## src/rtl/l_buffer_loader.sv

```systemverilog
// l_buffer_loader: streams clause words then pointer words for each engine
// into the latency buffer, one engine after another, with load strobes.
// Ports: clock/reset (async, active-high); start pulse; clause_src and
// ptr_src valid/ready streams; clause_out/ptr_out data with load strobes
// load_clause_out/load_ptr_out/load_change_engine_out; engine_idx; busy;
// done pulse; ovf_err (sticky clause overflow).
// Build option: LOADER_OVF_CHECK_EN enables clause-queue overflow detection.

package l_buffer_loader_pkg;
    typedef logic [31:0] node_t;
    typedef logic [15:0] ptr_t;
endpackage

module l_buffer_loader
    import l_buffer_loader_pkg::*;
#(
    parameter int NUM_ENGINE  = 2,
    parameter int LIT_IDX_MAX = 4,
    parameter int CLQ_DEPTH   = 64,
    localparam int EW = (NUM_ENGINE > 1) ? $clog2(NUM_ENGINE) : 1
) (
    input  logic          clock,
    input  logic          reset,
    input  logic          start,
    input  node_t         clause_src,
    input  logic          clause_src_valid,
    input  logic          clause_src_last,
    output logic          clause_src_ready,
    input  ptr_t          ptr_src,
    input  logic          ptr_src_valid,
    output logic          ptr_src_ready,
    output node_t         clause_out,
    output ptr_t          ptr_out,
    output logic          load_clause_out,
    output logic          load_ptr_out,
    output logic          load_change_engine_out,
    output logic [EW-1:0] engine_idx,
    output logic          busy,
    output logic          done,
    output logic          ovf_err
);

    localparam int CW = (CLQ_DEPTH > 1) ? $clog2(CLQ_DEPTH) : 1;
    localparam int PN = 2 * LIT_IDX_MAX;
    localparam int PW = (PN > 1) ? $clog2(PN) : 1;

    typedef enum logic [2:0] {
        S_IDLE,
        S_CLAUSE,
        S_PTR,
        S_SWITCH,
        S_DONE
    } state_t;

    state_t        r_state;
    state_t        w_next;
    logic [CW-1:0] r_clause_cnt;
    logic [PW-1:0] r_ptr_cnt;
    logic [EW-1:0] r_engine_idx;
    node_t         r_clause_out;
    ptr_t          r_ptr_out;
    logic          r_load_clause;
    logic          r_load_ptr;
    logic          r_load_chg;
    logic          r_done;

    logic w_cl_xfer;
    logic w_pt_xfer;
    logic w_pt_wrap;
    logic w_last_eng;
    logic w_cl_full;
    logic w_ovf_hit;

    // Ready is purely a function of state, so a transfer is just valid
    // while in the owning state.
    assign w_cl_xfer  = (r_state == S_CLAUSE) && clause_src_valid;
    assign w_pt_xfer  = (r_state == S_PTR) && ptr_src_valid;
    assign w_pt_wrap  = (r_ptr_cnt == PW'(PN - 1));
    assign w_last_eng = (r_engine_idx == EW'(NUM_ENGINE - 1));
    assign w_cl_full  = (r_clause_cnt == CW'(CLQ_DEPTH - 1));

`ifdef LOADER_OVF_CHECK_EN
    logic r_ovf;

    // A full queue without a last marker is closed out as if last.
    assign w_ovf_hit = w_cl_xfer && w_cl_full && !clause_src_last;

    always_ff @(posedge clock or posedge reset) begin
        if (reset) begin
            r_ovf <= 1'b0;
        end else if (w_ovf_hit) begin
            r_ovf <= 1'b1;
        end
    end

    assign ovf_err = r_ovf;
`else
    assign w_ovf_hit = 1'b0;
    assign ovf_err   = 1'b0;
`endif

    always_ff @(posedge clock or posedge reset) begin
        if (reset) begin
            r_state <= S_IDLE;
        end else begin
            r_state <= w_next;
        end
    end

    always_comb begin
        w_next           = r_state;
        clause_src_ready = 1'b0;
        ptr_src_ready    = 1'b0;
        busy             = 1'b1;
        unique case (r_state)
            S_IDLE: begin
                busy = 1'b0;
                if (start) begin
                    w_next = S_CLAUSE;
                end
            end
            S_CLAUSE: begin
                clause_src_ready = 1'b1;
                if (w_cl_xfer && (clause_src_last || w_ovf_hit)) begin
                    w_next = S_PTR;
                end
            end
            S_PTR: begin
                ptr_src_ready = 1'b1;
                if (w_pt_xfer && w_pt_wrap) begin
                    w_next = w_last_eng ? S_DONE : S_SWITCH;
                end
            end
            S_SWITCH: w_next = S_CLAUSE;
            S_DONE:   w_next = S_IDLE;
            default:  w_next = S_IDLE;
        endcase
    end

    // Strobes are registered one cycle behind the event that causes them;
    // the states are mutually exclusive, so at most one strobe fires.
    always_ff @(posedge clock or posedge reset) begin
        if (reset) begin
            r_clause_cnt  <= '0;
            r_ptr_cnt     <= '0;
            r_engine_idx  <= '0;
            r_clause_out  <= '0;
            r_ptr_out     <= '0;
            r_load_clause <= 1'b0;
            r_load_ptr    <= 1'b0;
            r_load_chg    <= 1'b0;
            r_done        <= 1'b0;
        end else begin
            r_load_clause <= w_cl_xfer;
            r_load_ptr    <= w_pt_xfer;
            r_load_chg    <= (r_state == S_SWITCH);
            r_done        <= (r_state == S_DONE);
            if (w_cl_xfer) begin
                r_clause_out <= clause_src;
                r_clause_cnt <= w_cl_full ? '0 : r_clause_cnt + CW'(1);
            end
            if (w_pt_xfer) begin
                r_ptr_out <= ptr_src;
                r_ptr_cnt <= w_pt_wrap ? '0 : r_ptr_cnt + PW'(1);
            end
            if (r_state == S_IDLE && start) begin
                r_engine_idx <= '0;
                r_clause_cnt <= '0;
                r_ptr_cnt    <= '0;
            end
            if (r_state == S_SWITCH) begin
                r_engine_idx <= r_engine_idx + EW'(1);
                r_clause_cnt <= '0;
            end
        end
    end

    assign clause_out             = r_clause_out;
    assign ptr_out                = r_ptr_out;
    assign load_clause_out        = r_load_clause;
    assign load_ptr_out           = r_load_ptr;
    assign load_change_engine_out = r_load_chg;
    assign done                   = r_done;
    assign engine_idx             = r_engine_idx;

endmodule

```

## config.mk

```make
export PLATFORM = sky130hd
export DESIGN_NAME = l_buffer_loader
export DESIGN_NICKNAME = d
export VERILOG_FILES = /design/src/rtl/l_buffer_loader.sv
export SDC_FILE = /design/constraint.sdc
export NUM_CORES = 1
export LEC_CHECK = 0
export BUFFER_PORTS_ARGS = -buffer_cell sky130_fd_sc_hd__buf_2
export CELL_PAD_IN_SITES_DETAIL_PLACEMENT = 1
export CELL_PAD_IN_SITES_GLOBAL_PLACEMENT = 2
export CORE_ASPECT_RATIO = 1.2
export CORE_MARGIN = 4
export CORE_UTILIZATION = 29
export CTS_BUF_LIST = sky130_fd_sc_hd__clkbuf_4 sky130_fd_sc_hd__clkbuf_8
export DETAILED_ROUTE_END_ITERATION = 16
export PLACE_DENSITY = 0.84
export REMOVE_ABC_BUFFERS = 1
export SETUP_SLACK_MARGIN = 0.4
export SLEW_MARGIN = 20
export SYNTH_ARGS = -nofsm -noshare
export SYNTH_HDL_FRONTEND = slang
export SYNTH_SLANG_ARGS = --single-unit
```

## constraint.sdc

```tcl
create_clock -name clock -period 1.65 [get_ports clock]
set_input_delay 0.2475 -clock clock [delete_from_list [all_inputs] [get_ports clock]]
set_output_delay 0.2475 -clock clock [all_outputs]
set_load 0.01 [all_outputs]
```

==> results.md, run 1 <==
* Status: finished clean
* Worst min-delay path startpoint: clause_src[1]
* Clock-pin slew on the worst setup and hold paths at 0.07 ns
* Part of the power in combinational logic at ~43%
* Drt pass-1 iters at 4
* Post-DP HPWL at 4456 um
* Switch Pwr at about 2100 uW
* EDFF count, synth at 0
* Complex-gate fraction of the synthesized area at under 10%
* Vias in the first global route at 1923
* ANT cells at 0
* Count of warnings emitted by yosys at 0
* RR Startpoint: r_state[1]
* Seq/Total Area, Yosys at 59.36%
* Most used flip-flop cell after synthesis: dfrtp_1
* Internal at 4840 uW
* Synth top area cells: dfrtp_1, mux2_4, mux2_2
* HP Class: in -> reg
* Vias at 1737
* Final Wtd Congestion at 0.7127
* H-tree Lvls at 3
* Yosys top cell area share at 59.36%
* Adder-Cell Fraction of Synth Area at 1.006%
* Final total power at ~7000 uW
* Slew Limit Fails at 0
* Core ar. at around 0.0082 mm2
* DRT Wirelength at 6392 um
* Inserted Clock Buffers at 9
* DP Area at 0.003159 mm2
* Drt wl/cell at 15.78 um
* Count leader, synth: dfrtp_1
* # rows at 36
* Layout cells sized above 1 at between 70% and 80%
* Global-route wire length before repair at between 9000 and 10000 um
* TritonCTS Sinks at 59
* Setup ws final at 0.06787 ns
* Crit share post-route at 95.89%
* GRT Total Usage at 12.49%
* Post-synth top cells: dfrtp_1, mux2_4, mux2_2, nor2_1
* Final hold vios at 0
* Largest family of logic cells by synthesized area: multiplexers
* Leakage Power at 0.001896 uW
* Critical Path Source Type: register
* Synth Area in XOR/XNOR at 0%
* Tmin final at 1.582 ns
* Peak supply drop at 0.0007034 V
* Fin nets at between 300 and 400
* Die Y at between 100 and 150 um
* R2r endpoint: clause_out[5]
* WP data required at 1.40 ns
* Initial Util at 30.18%
* Fin area at 0.003716 mm2
* DRC violations left at 0
* Remaining Overflow, GRT at 0
* Final setup violating endpoints at 0
* Antenna violations before repair at 0
* Die area at about 0.01 mm2
* Pwr Density at 1872 mW/mm2
* Switching share of power at a little under a third
* Minimum hold slack at 0.1474 ns
* Pin count of the biggest net entering global routing at 31
* CP Capture Type: output pin
* CTS Buffer Depth at 2
* Flop pwr share at 35.9%
* Synthesized cell area at ~0.0025 mm2
* Clk root buf: clkbuf_8
* IO Pins at 111
* Flops & latches, synth at 59
* Via density at 4.289
* Hold path endpoint: clause_out[1]
* CTS tree: built
* Die X at 92.55 um
* Area grow syn2layout at 49.40%
* Clock Skew at between 0.005 and 0.006 ns
* Arr. time, crit path at 1.33 ns
* Syn Area/Cell at 16.47 um2
* R2R setup slack at approximately 0.08 ns
* FF-to-FF path depth at 5
* Hold depth at 2
* Top cell type by total area after synthesis: dfrtp_1
* Final ANT Viol Nets at 0
* Crit-path max FO at 2
* DR iter-0 viols at 33
* IO Port Bufs at ~110
* Simple-Gate Fraction of Synth Area at under 10%
* Syn Inst Count at 151
* Clk_lat worst skew at about 0.32 ns
* Unique cell type count in the Yosys netlist at 26
* Max-cap violation count at 0
* Final Core Density at between 40% and 50%
* Type of the worst setup path: reg -> out
* Max Clock Freq at ~0.63 GHz
* Synth async-reset ratio at 100.0%
* Post-synthesis mux area share at 26.91%
* Clock share of power at 21.1%
* Dpl ws at 0.1311 ns
* RSZ-0062 raised after global routing: true
[state kept, by name, indices dropped and copies added, names as in the netlist]
signal	count
clause_out	32
ptr_out	16
r_ptr_cnt	3
r_state	3
done	1
engine_idx	1
load_change_engine_out	1
load_clause_out	1
load_ptr_out	1
[final cells by class]
| class | count | area (um2) |
|---|---|---|
| Tap cell | 114 | 142.6 |
| Fill cell | 892 | 4527 |
| Timing Repair Buffer | 134 | 870.8 |
| Sequential cell | 59 | 1476 |
| Clock inverter | 5 | 75.07 |
| Multi-Input combinational cell | 79 | 988.4 |
| Clock buffer | 11 | 151.4 |
| Inverter | 3 | 11.26 |
[power by group through the flow]
stage | registers (uW) | clock network [uW] | logic [uW]
6_report | 2490 | 1470 | 2990
5_1_grt | 2600 | 1600 | 3200
3_3_place_gp | 2490 | 0 | 2510
2_1_floorplan | 2800 | 0 | 1170
4_1_cts | 2500 | 1530 | 2730
3_5_place_dp | 2510 | 0 | 2600
[per-layer routing]
layer	global-route usage, %	wire (um)
met1	13.94	2453
met2	21.67	3459
met3	4.791	425
met4	4.671	53
met5	0	0
[worst max-delay path by stage]
stage | endpoint | from | cells past startpoint
final | busy | r_state[1] | 3
after global routing | busy | r_state[0] | 3
after CTS | busy | r_state[1] | 3
after detailed placement | clause_out[17] | r_state[1] | 4
after global placement | ptr_out[11] | r_state[1] | 4
after floorplan | clause_out[17] | r_state[1] | 3
[through the flow]
| step | cells | setup TNS [ns] |
|---|---|---|
| after global placement | 375 | 0 |
| after detailed placement | 375 | 0 |
| final | 405 | 0 |
| after CTS | 399 | 0 |
| after floorplan | 141 | -4.082 |
| after global routing | 405 | 0 |
[repair_timing]
item,CTS,global route
pin swaps,1,6
hold buffers,1,0
gates resized for setup,5,33
endpoints found under the setup margin,55,58
gates cloned,1,3
endpoints found under the hold margin,31,0
buffers inserted,6,3
[critical path, stage by stage, from the launching register on]
cell and delay [ns]:
dfrtp_1 0.39, buf_6 0.13, or3_1 0.35, buf_2 0.14
[logic make-up after synthesis]
logic type | Yosys count
AOI/OAI and AO/OA | 5
adders and majority gates | 2
buffers and inverters | 13
DFF | 59
muxes | 50
other | 1
and+or+nand+nor | 21
[cells in the final DEF (no fill, tap or decap), drive strengths merged, types with 2 or more instances in the layout]
master / count
buf: 130
bufinv: 2
clkbuf: 14
clkinv: 3
dfrtp: 59
ha: 2
inv: 3
mux2: 48
mux2i: 2
nand2b: 2
nand3: 2
nand3b: 4
nor2: 5
nor3b: 2
o21ai: 2
(Power assumes the default switching activity.)
==> run 2, diff against run 1 <==
Settings changed: RECOVER_POWER from default to 100.
==> run 2 against run 1 <==
  * Design area decreased by 5.9%
  * Cell count unchanged
  * First-iteration DRC count decreased by 36%
  * Via count hardly changed
  * Worst setup slack worse by 0.0027 ns
  * Clock power is essentially flat
  * Clock skew rose by 0.0015 ns
  * Critical path type is now reg -> reg
  * Largest power group unchanged
==> results.md, run 2 (synthesized netlist as in run 1, its figures left out) <==
* Status: finished clean
* Max Clock Freq at 0.6310 GHz
* Clk_lat worst skew at 0.32 ns
* ANT cells at 0
* Slew @ Worst Pin at 0.7554 ns
* Slowest cell on the critical path: and4bb_4
* Drt pass-1 iters at 6
* IO Port Bufs at 109
* Crit-path max FO at 6
* Clk root buf: clkbuf_8
* Clock Skew at 0.006548 ns
* # rows at 36
* Most frequent cells in the layout: dfrtp_1, clkbuf_1, buf_2
* Remaining Overflow, GRT at 0
* Crit share post-route at 96.05%
* Pwr Density at ~1900 mW/mm2
* Max-cap violation count at 0
* Most common cell after layout, fill and taps aside: dfrtp_1
* H-tree Lvls at 3
* Global-route wire length before repair at approximately 9600 um
* Post-DP HPWL at 4456 um
* GRT Total Usage at 12.49%
* Inserted Clock Buffers at 9
* Fin nets at 342
* DRC violations left at 0
* Vias in the first global route at 1923
* RSZ-0062 raised after global routing: true
* DR iter-0 viols at 21
* Initial Util at roughly 30%
* Peak supply drop at approximately 0.0007 V
* Slew Limit Fails at 0
* Leakage Power at 0.001670 uW
* Placed Instances at 375
* Core ar. at 0.008243 mm2
* DRT Wirelength at 6408 um
* WP data required at 1.86 ns
* Clock-pin slew on the worst setup and hold paths at approximately 0.07 ns
* CTS tree: built
* Max reg flops at 32
* Cell Chain, Critical Path: buf_6 -> and4bb_4 -> buf_4 -> mux2_4
* Vias at about 1700
* Final ANT Viol Nets at 0
* Slew HR at between 40% and 50%
* Type of the worst setup path: reg -> reg
* Final TNS setup at 0 ns
* Die area at 0.01013 mm2
* Final hold vios at 0
* Critical Path Source Type: register
* Final Wtd Congestion at roughly 0.71
* Arr. time, crit path at 1.79 ns
* Die X at approximately 90 um
* Post-Layout Cell Count at 405
* Antenna violations before repair at 0
* HP Class: in -> reg
* TritonCTS Sinks at between 50 and 60
* Final total power at between 6000 and 7000 uW
* CP Capture Type: register
* Die Y at 109.5 um
* Via density at 4.291
* Drt wl/cell at 15.82 um
* Layout cells sized above 1 at 45.02%
* CTS Buffer Depth at 2
* Max stage delay on crit path at 0.41 ns
* Tmin final at 1.585 ns
* Final setup violating endpoints at 0
* IO Pins at roughly 110
* Pin count of the biggest net entering global routing at 31
* Area grow syn2layout at 40.59%
==> run 2: changes by cell type in the layout (fill, tap and decap cells not counted), sizes merged <==
| cell | previous run | this run |
|---|---|---|
| clkbuf | 14 | 74 |
| buf | 130 | 70 |
==> run 2: worst paths after layout <==
path	start	to	slack [ns]	cells past startpoint
max	r_state[2]	ptr_out[5]	0.07	4
min	ptr_src[10]	ptr_out[10]	0.13	2
max reg2reg	r_state[2]	ptr_out[5]	0.07	4
min reg2reg	ptr_out[15]	ptr_out[15]	0.49	1
max in group asynchronous	reset	clause_out[19]	0.48	4
min in group asynchronous	reset	load_ptr_out	0.67	4
==> run 2: metrics by stage <==
stage          setup slack, ns  hold slack (ns)  area (um2)  util, %
3_5_place_dp            0.1311           0.3471        3159    38.33
3_3_place_gp            0.1874           0.3410        3159    38.33
6_report               0.06513           0.1348        3497    42.43
5_1_grt                0.01374           0.1250        3497    42.43
4_1_cts                0.05616           0.1249        3487    42.30
2_1_floorplan         -0.07104           0.3956        2364        -
==> run 2: layer usage <==
metal / global-route usage [%] / up-vias / share of wire (%)
met5: 0 / - / 0
met4: 4.671 / 0 / 0.72
met3: 4.791 / 5 / 7.5
met2: 21.67 / 73 / 54
met1: 13.94 / 870 / 38
li1: - / 790 / -
==> run 2: worst max-delay path, delay by kind of cell, from the launching register on <==
kind,cells,cell delay (ns)
and+or+nand+nor,1,0.41
DFF,1,0.39
buffers and inverters,2,0.34
muxes,1,0.31
==> run 2: repair_timing <==
item / CTS / global route
pin swaps: 1 / 6
cloned: 1 / 3
setup endpoints to repair: 55 / 58
hold buffers: 1 / 0
resized for setup: 5 / 33
setup buffers: 6 / 3
endpoints found under the hold margin: 31 / 0
==> run 2: report_power, final <==
group	switching, uW	internal, uW	leakage (uW)	total, uW
Combinational	1160	1380	0.000835	2540
Sequential	390	2120	0.000716	2510
Clock	550	925	0.000119	1470
Total	2100	4420	0.00167	6520
==> run 2: layout make-up <==
cell class                      instances  area (um2)
Sequential cell                        59        1476
Clock inverter                          5       75.07
Timing Repair Buffer                  134       738.2
Inverter                                3       11.26
Fill cell                             929        4746
Tap cell                              114       142.6
Multi-Input combinational cell         79       902.1
Clock buffer                           11       151.4
==> run 3, diff against run 2 <==
Settings changed: CTS_BUF_LIST sky130_fd_sc_hd__clkbuf_4 sky130_fd_sc_hd__clkbuf_8 to sky130_fd_sc_hd__clkbuf_8, PLACE_DENSITY 0.84 to default, PLACE_DENSITY_LB_ADDON from default to 0.1, SKIP_CTS_REPAIR_TIMING from default to 1.
==> run 3 against run 2 <==
  * First-iteration DRC count up 33%
  * Clock power decreased by 4%
  * Largest power group unchanged
  * Sequential power is essentially flat
  * Global-route usage shrank 0.53 points
  * Routed wire length is 2.3% lower
  * Sequential share of layout area shrank 0.81 points
  * Via count fell by 0.81%
  * Worst setup slack got worse by 0.024 ns
  * Register-to-register slack worse by 0.02 ns
  * Highest routed layer unchanged
  * Non-clock buffer count is 3 lower
==> results.md, run 3 (synthesized netlist as in run 1, its figures left out) <==
* Critical Path Source Type: register
* Post-DP HPWL at ~4300 um
* Leakage Power at 0.001836 uW
* Most frequent cells in the layout: buf_2, dfrtp_1, mux2_4
* Area grow syn2layout at 43.36%
* Clock-pin slew on the worst setup and hold paths at about 0.07 ns
* Cell Chain, Critical Path: buf_4 -> nor3b_4 -> and2_4 -> buf_12 -> mux2_2
* Hold path endpoint: ptr_out[1]
* Switching share of power at 31.07%
* R2R setup slack at about 0.041 ns
* Clock share of power at 20.8%
* Pin count of the biggest net entering global routing at ~40
* Status: finished clean
* Arr. time, crit path at 1.82 ns
* Final Core Density at a little over two fifths
* IO Pins at 111
* Part of the power in combinational logic at a little over two fifths
* Slowest cell on the critical path: dfrtp_1
* Antenna violations before repair at 0
* RR Startpoint: r_state[1]
* Max stage delay on crit path at 0.40 ns
* CTS tree: built
* Final hold vios at 0
* Global-route wire length before repair at 9287 um
* Slew @ Worst Pin at slightly above 1 ns
* IO Port Bufs at around 110
* ANT cells at 0
* GRT Total Usage at a little under an eighth
* Worst min-delay path startpoint: ptr_src[1]
* Hold depth at 2
* Type of the worst setup path: reg -> reg
* Inserted Clock Buffers at 9
* TritonCTS Sinks at 59
* Fill cells at 906
* Flop pwr share at 36.4%
* Seq. cell area at 0.001476 mm2
* Crit-path max FO at 10
* Final setup violating endpoints at 0
* Tmin final at roughly 1.6 ns
* CP bufs+invs at 2
* Final Wtd Congestion at 0.7137
* Multi-input gate area at 950.9 um2
* Core ar. at a little over 0.008 mm2
* Vias in the first global route at between 1500 and 2000
* Post-Layout Cell Count at 402
* WP data required at about 1.9 ns
* CP top delay family: simple AND/OR/NAND/NOR gates
* Placed Instances at between 300 and 400
* Clk root buf: clkbuf_8
* Max Clock Freq at 0.6215 GHz
* CP Capture Type: register
* Remaining Overflow, GRT at 0
* DRC violations left at 0
* Peak supply drop at 0.0007110 V
* FF-to-FF path depth at 5
* Die area at 0.01013 mm2
* Final ANT Viol Nets at 0
* Slew Limit Fails at 0
* DRT Wirelength at 6260 um
* Fin nets at roughly 340
* R2r endpoint: clause_out[17]
* # rows at 36
* Fin area at approximately 0.0036 mm2
* HP Class: in -> reg
* Drt pass-1 iters at 4
* Drt wl/cell at 15.57 um
* Pwr Density at about 1900 mW/mm2
* Die Y at ~110 um
* Initial Util at a little under a third
* Clock Skew at 0.008182 ns
* Max reg flops at 32
* Max-cap violation count at 0
* Most common cell after layout, fill and taps aside: buf_2
* Clk_lat worst skew at 0.33 ns
* Via density at approximately 4.3
* Die X at 92.55 um
* Vias at 1724
* Layout cells sized above 1 at 68.75%
* DR iter-0 viols at 28
* Internal at 4682 uW
* Switch Pwr at 2111 uW
* H-tree Lvls at 3
* CTS Buffer Depth at 2
* Final total power at between 6000 and 7000 uW
* Crit share post-route at a little over nine tenths
* RSZ-0062 raised after global routing: true
* Slew HR at 33.00%
* DP Area at 0.003157 mm2
[run 3: area by class of cell]
| type | instances | area share [%] |
|---|---|---|
| Clock buffer | 9 | 3.474 |
| Inverter | 3 | 0.3158 |
| Tap cell | 114 | 4.000 |
| Clock inverter | 7 | 2.386 |
| Timing Repair Buffer | 131 | 21.75 |
| Sequential cell | 59 | 41.40 |
| Multi-Input combinational cell | 79 | 26.67 |
[run 3: how the worst max path moves through the flow]
stage	start	to	slack [ns]	depth (start not counted)
6_report	r_state[1]	clause_out[17]	0.04	5
3_5_place_dp	r_state[0]	clause_out[11]	0.15	4
3_3_place_gp	r_state[1]	ptr_out[13]	0.18	4
4_1_cts	r_state[1]	busy	-0.05	3
2_1_floorplan	r_state[1]	clause_out[17]	-0.07	3
5_1_grt	r_state[1]	busy	-0.04	3
[run 3: power by group through the flow]
stage          logic (uW)  registers, uW  clock network, uW
6_report             2910           2480               1410
5_1_grt              3120           2580               1540
4_1_cts              2600           2470               1470
3_5_place_dp         2600           2490                  0
3_3_place_gp         2570           2480                  0
2_1_floorplan        1170           2800                  0
[run 3: worst register-to-register path, cell delays in order, from the launching register on]
cell     delay [ns]
dfrtp_1        0.40
buf_4          0.15
nor3b_4        0.19
and2_4         0.26
buf_12         0.16
mux2_2         0.33
[run 3: through the flow]
stage	TNS, ns	worst slack, ns	hold slack [ns]
after CTS	-0.04564	-0.04564	-0.06902
after global placement	0	0.1807	0.3045
final	0	0.04111	0.1427
after floorplan	-4.082	-0.07104	0.3956
after global routing	-0.09616	-0.03568	0.1155
after detailed placement	0	0.1502	0.2954
[run 3: per-layer routing]
layer	track usage (%)	wire [um]	vias to the layer above	part of all wire, %
met5	0	0	-	0
met4	4.565	23	0	0.37
met3	5.339	634	3	10
met2	17.99	2916	79	47
met1	15.13	2686	855	43
li1	-	-	787	-
